## config.mk

```make
export PLATFORM = sky130hd
export DESIGN_NAME = imem_loader
export DESIGN_NICKNAME = d
export VERILOG_FILES = /design/src/rtl/imem_pkg.sv /design/src/rtl/imem_loader_packer.sv /design/src/rtl/imem_loader.sv
export SDC_FILE = /design/constraint.sdc
export NUM_CORES = 1
export LEC_CHECK = 0
export ABC_AREA = 1
export BUFFER_PORTS_ARGS = -buffer_cell sky130_fd_sc_hd__buf_2
export CORE_MARGIN = 2
export CORE_UTILIZATION = 54
export CTS_CLUSTER_DIAMETER = 150
export DETAILED_ROUTE_END_ITERATION = 8
export HOLD_SLACK_MARGIN = 0.05
export MAX_ROUTING_LAYER = met4
export PLACE_DENSITY = 0.75
export SLEW_MARGIN = 10
export SYNTH_ARGS = -nofsm -noshare
export SYNTH_HDL_FRONTEND = slang
export SYNTH_HIERARCHICAL = 1
export SYNTH_SLANG_ARGS = --single-unit
```

## constraint.sdc

```tcl
create_clock -name clk -period 2.3 [get_ports clk]
set_input_delay 0.46 -clock clk [delete_from_list [all_inputs] [get_ports clk]]
set_output_delay 0.46 -clock clk [all_outputs]
set_load 0.01 [all_outputs]
```

## src/rtl/imem_pkg.sv

```systemverilog
// Shared types and constants for the instruction-memory loader.
package imem_pkg;

  typedef enum logic [2:0] {
    IDLE = 3'd0,
    HDR  = 3'd1,
    LOAD = 3'd2,
    DONE = 3'd3,
    ERR  = 3'd4
  } state_t;

  localparam int IMEM_DEPTH     = 256;
  localparam int BYTES_PER_WORD = 4;
  localparam int WORD_W         = 32;

endpackage

```

## src/rtl/imem_loader_packer.sv

```systemverilog
// Big-endian byte-to-word packer: the first byte of each group of four ends up in bits [31:24].
module byte_packer
  import imem_pkg::*;
(
  input  logic              clk,
  input  logic              reset,
  input  logic              clear,
  input  logic              accept,
  input  logic [7:0]        in_data,
  output logic              word_valid,
  output logic [WORD_W-1:0] word
);

  logic [1:0]  cnt;
  logic [23:0] shift;

  always_ff @(posedge clk) begin
    if (reset || clear) begin
      cnt   <= '0;
      shift <= '0;
    end else if (accept) begin
      cnt   <= cnt + 2'd1;
      shift <= {shift[15:0], in_data};
    end
  end

  // The word completes combinationally on the 4th byte so the owner can register it that same edge.
  assign word_valid = accept && (cnt == 2'(BYTES_PER_WORD - 1));
  assign word       = {shift, in_data};

endmodule

```

## src/rtl/imem_loader.sv

```systemverilog
// Streams a length-prefixed byte image into instruction memory, one word write per 4 payload bytes.
//   state | meaning
//   IDLE  | after reset, waiting for start
//   HDR   | collecting the 4-byte big-endian word count N
//   LOAD  | collecting payload, one memory write per completed word
//   DONE  | last load finished (done=1)
//   ERR   | header N exceeded DEPTH, nothing written (err=1)
module imem_loader
  import imem_pkg::*;
#(
  parameter int DEPTH = IMEM_DEPTH,
  parameter int CNT_W = 9
) (
  input  logic              clk,
  input  logic              reset,
  input  logic              start,
  input  logic              in_valid,
  input  logic [7:0]        in_data,
  output logic              in_ready,
  output logic              mem_we,
  output logic [31:0]       mem_addr,
  output logic [WORD_W-1:0] mem_wdata,
  output logic              busy,
  output logic              done,
  output logic              err,
  output logic [CNT_W-1:0]  words_loaded
);

  state_t              state;
  logic [CNT_W-1:0]    len;
  logic                accept;
  logic                pk_clear;
  logic                word_valid;
  logic [WORD_W-1:0]   word;
  logic [CNT_W-1:0]    wl_next;

  assign in_ready = (state == HDR) || (state == LOAD);
  assign accept   = in_valid && in_ready;
  assign pk_clear = start && ((state == IDLE) || (state == DONE) || (state == ERR));
  assign wl_next  = words_loaded + CNT_W'(1);

  byte_packer u_packer (
    .clk        (clk),
    .reset      (reset),
    .clear      (pk_clear),
    .accept     (accept),
    .in_data    (in_data),
    .word_valid (word_valid),
    .word       (word)
  );

  always_ff @(posedge clk) begin
    if (reset) begin
      state        <= IDLE;
      len          <= '0;
      mem_we       <= 1'b0;
      mem_addr     <= '0;
      mem_wdata    <= '0;
      busy         <= 1'b0;
      done         <= 1'b0;
      err          <= 1'b0;
      words_loaded <= '0;
    end else begin
      mem_we <= 1'b0;
      case (state)
        IDLE, DONE, ERR: begin
          if (start) begin
            state        <= HDR;
            busy         <= 1'b1;
            done         <= 1'b0;
            err          <= 1'b0;
            words_loaded <= '0;
          end
        end
        HDR: begin
          if (word_valid) begin
            if (word == '0) begin
              state <= DONE;
              busy  <= 1'b0;
              done  <= 1'b1;
            end else if (word > WORD_W'(DEPTH)) begin
              state <= ERR;
              busy  <= 1'b0;
              err   <= 1'b1;
            end else begin
              state <= LOAD;
              len   <= word[CNT_W-1:0];
            end
          end
        end
        LOAD: begin
          if (word_valid) begin
            mem_we       <= 1'b1;
            mem_wdata    <= word;
            mem_addr     <= {{(32-CNT_W-2){1'b0}}, words_loaded, 2'b00};
            words_loaded <= wl_next;
            if (wl_next == len) begin
              state <= DONE;
              busy  <= 1'b0;
              done  <= 1'b1;
            end
          end
        end
        default: state <= IDLE;
      endcase
    end
  end

endmodule

```

==> results.toml, run 1 <==
[layout]
layout_commonest_cell = "nor2_1"
area_growth_pct = 11.0
final_core_util_pct = 61.5
drive_gt1_share_pct = 15.4
final_cell_area_um2 = 4700
nets = 676
mostFrequentLayoutCells = "nor2_1, nand2_1, dfxtp_1"
diodes = 0

[die]
core_um2 = 7650
num_io_pins = 90
rows = 32
die-width_um = 92.6
start_util_pct = 55.4
fp.dieArea_um2 = 8570
die_y_um = 92.6

[timing]
setup_tns_ps = 0
max_slew_margin_pct = 59.0
min_period_over_period_pct = 90.9
skew_ps = 7.21
setup_violations = 0
hold_viol = 0
worstMarginPinSlew_ps = 613
rsz0062_at_grt = "no"
period_needed_ps = 2090
slew_viol_final = 0
setup_ws_ps = 208
fmax_ghz = 0.478

[yosys]
yosysWarnings = 6
ys_ff_latch = 92
syn_area_um2 = 4240
synth_seq_area_share_pct = 43.5
yosysUniqueCellTypes = 28
synthCells = 612
syn_avg_cell_area_um2 = 6.92

[power_and_ir_drop]
swShare_pct = 37.4
powerDensity_nw_per_um2 = 1060
p_int_mw = 3.12
p_leak_nw = 2.26
pwr-share-comb_pct = 32.5
power_switching_mw = 1.86
power_mw = 4.98
clockPowerShare_pct = 24.2
vdd.ir_drop.worst_mv = 0.579
power_frac_seq_pct = 43.2

[critical_path]
cp_top_family = "simple AND/OR/NAND/NOR gates"
cpMostUsedCell = "nand2_4"
worst-path-buf-inv = 2
slowest_stage = "dfxtp_1"
cp_max_fo = 30
critical_path.cell_chain = "nor2_4 > nand2_4 > a21boi_4 > nand2_1 > inv_1 > nor2_1 > a21oi_2 > nand2_4 > nor2_8 > buf_8 > nand3_1 > a21oi_1"
end_kind = "flop"
start_kind = "flop"
path_class = "reg -> reg"
worstPathRequired_ps = 2590
slowest_delay_ps = 380
crit_arrival_ps = 2380
r2r_slack_ps = 210

[placement]
place_area_um2 = 4450
dpl.hpwl_um = 6710
numPortBuffers = 66
place.gp.congestion = 0.952
place_ws_ps = 192

[global_routing]
grt_pass1_wl_um = 15900
grtUsageTotal_pct = 23.6
overflow = 0
grt_pass1_vias = 3467
antenna_found_initial = 0
grt_max_degree = 53

[drt]
drc = 0
viasPerCell = 4.97
drtIter0Drc = 166
wl_um = 9510
dr.pass1.iters = 6
routedWlPerCell_um = 12.4
vias = 3825
ant_nets = 0

[clock_tree]
cts.sink_count = 92
htree_levels = 3
clk_path_buf_depth = 2
cts_tree = "done"
cts_made_buffers = 9
clk_pin_slew_ps = 90
postCtsSetupBuffers = 0
cts-root-buf = "clkbuf_8"
clk_latency_ps = 360

[flow_run]
cap_viol_max_count = 0

[run_status]
run_status = "finished clean"

[worst_hold_path]
hp-class = "in -> reg"
tightest hold or removal path, cell delays in order:
cell	delay (ps)
buf_2	130
inv_1	70
a21oi_1	60
through the flow:
stage               cells  hold WS, ps
global route          769          400
floorplan             634          435
CTS                   769          382
global placement      753          447
detailed placement    753          453
finish                769          394
final timing paths:
| check | to | start | cells past startpoint |
|---|---|---|---|
| setup / recovery | words_loaded[7]$_SDFFE_PP0P_ | state[2]$_SDFFE_PP0P_ | 12 |
| hold / removal | mem_wdata[1]$_SDFFE_PP0P_ | in_data[1] | 3 |
| setup reg to reg | words_loaded[7]$_SDFFE_PP0P_ | state[2]$_SDFFE_PP0P_ | 12 |
| hold reg to reg | busy$_SDFFE_PP0P_ | busy$_SDFFE_PP0P_ | 2 |
per-layer routing:
layer	GRT usage (%)	wire length, um
met1	30.9	4340
met2	37.3	4380
met3	3.25	600
met4	9.20	187
met5	-	0
sequential cells by signal, summed over array words and instances (netlist names):
| register | count |
|---|---|
| busy | 1 |
| done | 1 |
| err | 1 |
| len | 9 |
| mem_addr | 9 |
| mem_wdata | 32 |
| mem_we | 1 |
| state | 3 |
| u_packer/cnt | 2 |
| u_packer/shift | 24 |
| words_loaded | 9 |
power groups by stage:
stage / Sequential (mW) / Combinational (mW) / Clock [mW]
2_1_floorplan: 2.25 / 1.10 / 0
3_3_place_gp: 2.17 / 1.55 / 0
3_5_place_dp: 2.18 / 1.59 / 0
4_1_cts: 2.15 / 1.61 / 1.23
5_1_grt: 2.20 / 1.84 / 1.29
6_report: 2.15 / 1.62 / 1.21
repair_timing:
action,CTS,global route
setup endpoints to repair,0,47
hold buffers,0,0
endpoints found under the hold margin,0,0
resized for setup,0,7
cell families after synthesis:
group                      synth area share, %
other                                   0.0885
xor gates and xnor gates                 0.827
buffers and inverters                     14.6
and+or+nand+nor                           29.0
AOI/OAI and AO/OA                         11.4
DFF                                       43.5
adders and majority gates                0.591
Yosys cell counts (all sizes together):
library cell,n,area share [%]
dfxtp,92,43
inv,62,5.5
nor2,143,13
buf,50,8.6
conb,1,0.089
clkbuf,6,0.53
nor3,1,0.12
xnor2,2,0.41
nand4,2,0.44
a21boi,1,0.18
a21oi,39,4.7
xor2,2,0.41
ha,2,0.59
o21ai,54,6.4
nand3,29,3.4
o21bai,1,0.18
nand2,125,11
layout make-up:
class	count	area, um2
fillers	729	2950
multi-input cells	424	1870
flip-flops and latches	92	1840
repair buffers	73	398
inverters	62	235
well taps	102	128
clock buffers	9	124
clock inverters	7	100
Power figures use the tool's default switching activity.
==> inputs of run 2 (changes only) <==
MAX_ROUTING_LAYER = default   (was met4)
==> results.toml, run 2 (synthesis results as in run 1) <==
[die]
core_um2 = 7650
num_io_pins = 90
start_util_pct = 55.4
die_y_um = 92.6
die-width_um = 92.6
rows = 32
fp.dieArea_um2 = 8570

[power_and_ir_drop]
powerDensity_nw_per_um2 = 1060
pwr-share-comb_pct = 32.6
power_frac_seq_pct = 43.3
power_switching_mw = 1.86
p_int_mw = 3.12
clockPowerShare_pct = 24.2
swShare_pct = 37.4
vdd.ir_drop.worst_mv = 0.579
p_leak_nw = 2.26

[timing]
worstMarginPinSlew_ps = 610
min_period_over_period_pct = 90.3
slew_viol_final = 0
hold_viol = 0
hold_slack_ps = 393
rsz0062_at_grt = "no"
period_needed_ps = 2080
setup_violations = 0
fmax_ghz = 0.482
max_slew_margin_pct = 59.2
setup_tns_ps = 0
skew_ps = 7.21

[drt]
viasPerCell = 4.98
dr.pass1.iters = 5
vias = 3833
drc = 0
routedWlPerCell_um = 12.3
met3_length_um = 622
wl_met1_um = 4300
wl_um = 9470
ant_nets = 0
dr_wl_met2_um = 4340
drtIter0Drc = 155
maxUsedRoutingLayer = "met4"

[critical_path]
critical_path.cell_chain = "nor2_4 > nand2_4 > a21boi_4 > nand2_1 > inv_1 > nor2_1 > a21oi_2 > nand2_4 > nor2_8 > buf_8 > nand3_1 > a21oi_1"
crit_arrival_ps = 2360
path_class = "reg -> reg"
slowest_stage = "dfxtp_1"
cp_max_fo = 30
worstPathRequired_ps = 2590
r2r_end = "words_loaded[7]$_SDFFE_PP0P_"
r2r_slack_ps = 220
worstReg2RegStart = "state[2]$_SDFFE_PP0P_"
end_kind = "flop"
r2r_cells = 12
start_kind = "flop"
cpMostUsedCell = "nand2_4"
slowest_delay_ps = 370

[layout]
final_core_util_pct = 61.5
layout_commonest_cell = "nor2_1"
top_register = "mem_wdata"
reg.largest.list = "mem_wdata (32), u_packer/shift (24)"
diodes = 0
finalNonFillerCells = 769
drive_gt1_share_pct = 15.4
area_growth_pct = 11.0
n_fill_cell = 729
mostFrequentLayoutCells = "nor2_1, nand2_1, dfxtp_1"
largest_reg_flops = 32
nets = 676

[global_routing]
grt_max_degree = 53
grt_pass1_wl_um = 15800
antenna_found_initial = 0
grtUsageTotal_pct = 23.0
grt_pass1_vias = 3466
overflow = 0

[flow_run]
cap_viol_max_count = 0

[placement]
dpl.hpwl_um = 6710
place.gp.congestion = 0.935
numPortBuffers = 66
dp_cells = 753

[worst_hold_path]
hp-class = "in -> reg"
holdPathStages = 3
hold_start = "in_data[1]"
min_to = "mem_wdata[1]$_SDFFE_PP0P_"

[clock_tree]
cts_tree = "done"
clk_path_buf_depth = 2
cts-root-buf = "clkbuf_8"
cts.sink_count = 92
cts_hold_buf = 0
clk_latency_ps = 360
clk_pin_slew_ps = 90
cts_made_buffers = 9
htree_levels = 3

[run_status]
run_status = "finished clean"
-- run 2: how the worst max path moves through the flow --
stage / depth (start not counted) / from / endpoint
floorplan: 15 / state[2]$_SDFFE_PP0P_ / mem_addr[3]$_SDFFE_PP0P_
global placement: 10 / in_data[6] / len[0]$_SDFFE_PP0P_
detailed placement: 12 / state[2]$_SDFFE_PP0P_ / mem_wdata[7]$_SDFFE_PP0P_
CTS: 12 / state[2]$_SDFFE_PP0P_ / mem_wdata[7]$_SDFFE_PP0P_
global route: 12 / state[0]$_SDFFE_PP0P_ / mem_wdata[0]$_SDFFE_PP0P_
finish: 12 / state[2]$_SDFFE_PP0P_ / words_loaded[7]$_SDFFE_PP0P_
-- run 2: stage by stage --
step / area, um2 / power [mW] / setup WS (ps)
after global routing: 4700 / 5.32 / 43.8
final: 4700 / 4.98 / 224
after CTS: 4680 / 4.99 / 117
after floorplan: 4320 / 3.35 / 253
after global placement: 4450 / 3.72 / 279
after detailed placement: 4450 / 3.78 / 192
-- run 2: repair_timing --
action | CTS | global route
buffers inserted | 0 | 0
gates resized for setup | 0 | 7
setup endpoints to repair | 0 | 47
-- run 2: power groups by stage --
stage                     clock network [mW]  registers, mW  logic [mW]
final                                   1.21           2.15        1.62
after global routing                    1.29           2.20        1.84
after CTS                               1.23           2.15        1.61
after detailed placement                   0           2.18        1.59
after global placement                     0           2.17        1.55
after floorplan                            0           2.25        1.10
-- run 2: final cells by class --
class	instances	area (um2)	area share, %
Multi-Input combinational cell	424	1870	39.9
Sequential cell	92	1840	39.2
Timing Repair Buffer	73	398	8.47
Inverter	62	235	5.01
Tap cell	102	128	2.72
Clock buffer	9	124	2.64
Clock inverter	7	100	2.13
-- run 2: worst max-delay path: cells and delay by family, from the launching register on --
kind | cells | cell delay (ps)
simple gates | 7 | 840
compound gates | 3 | 460
buf+inv | 2 | 320
flops | 1 | 370
-- run 2: routing by layer --
layer | vias to the layer above | GRT usage (%)
li1 | 1955 | -
met1 | 1736 | 31.1
met2 | 124 | 37.2
met3 | 18 | 3.25
met4 | 0 | 9.20
met5 | - | 0
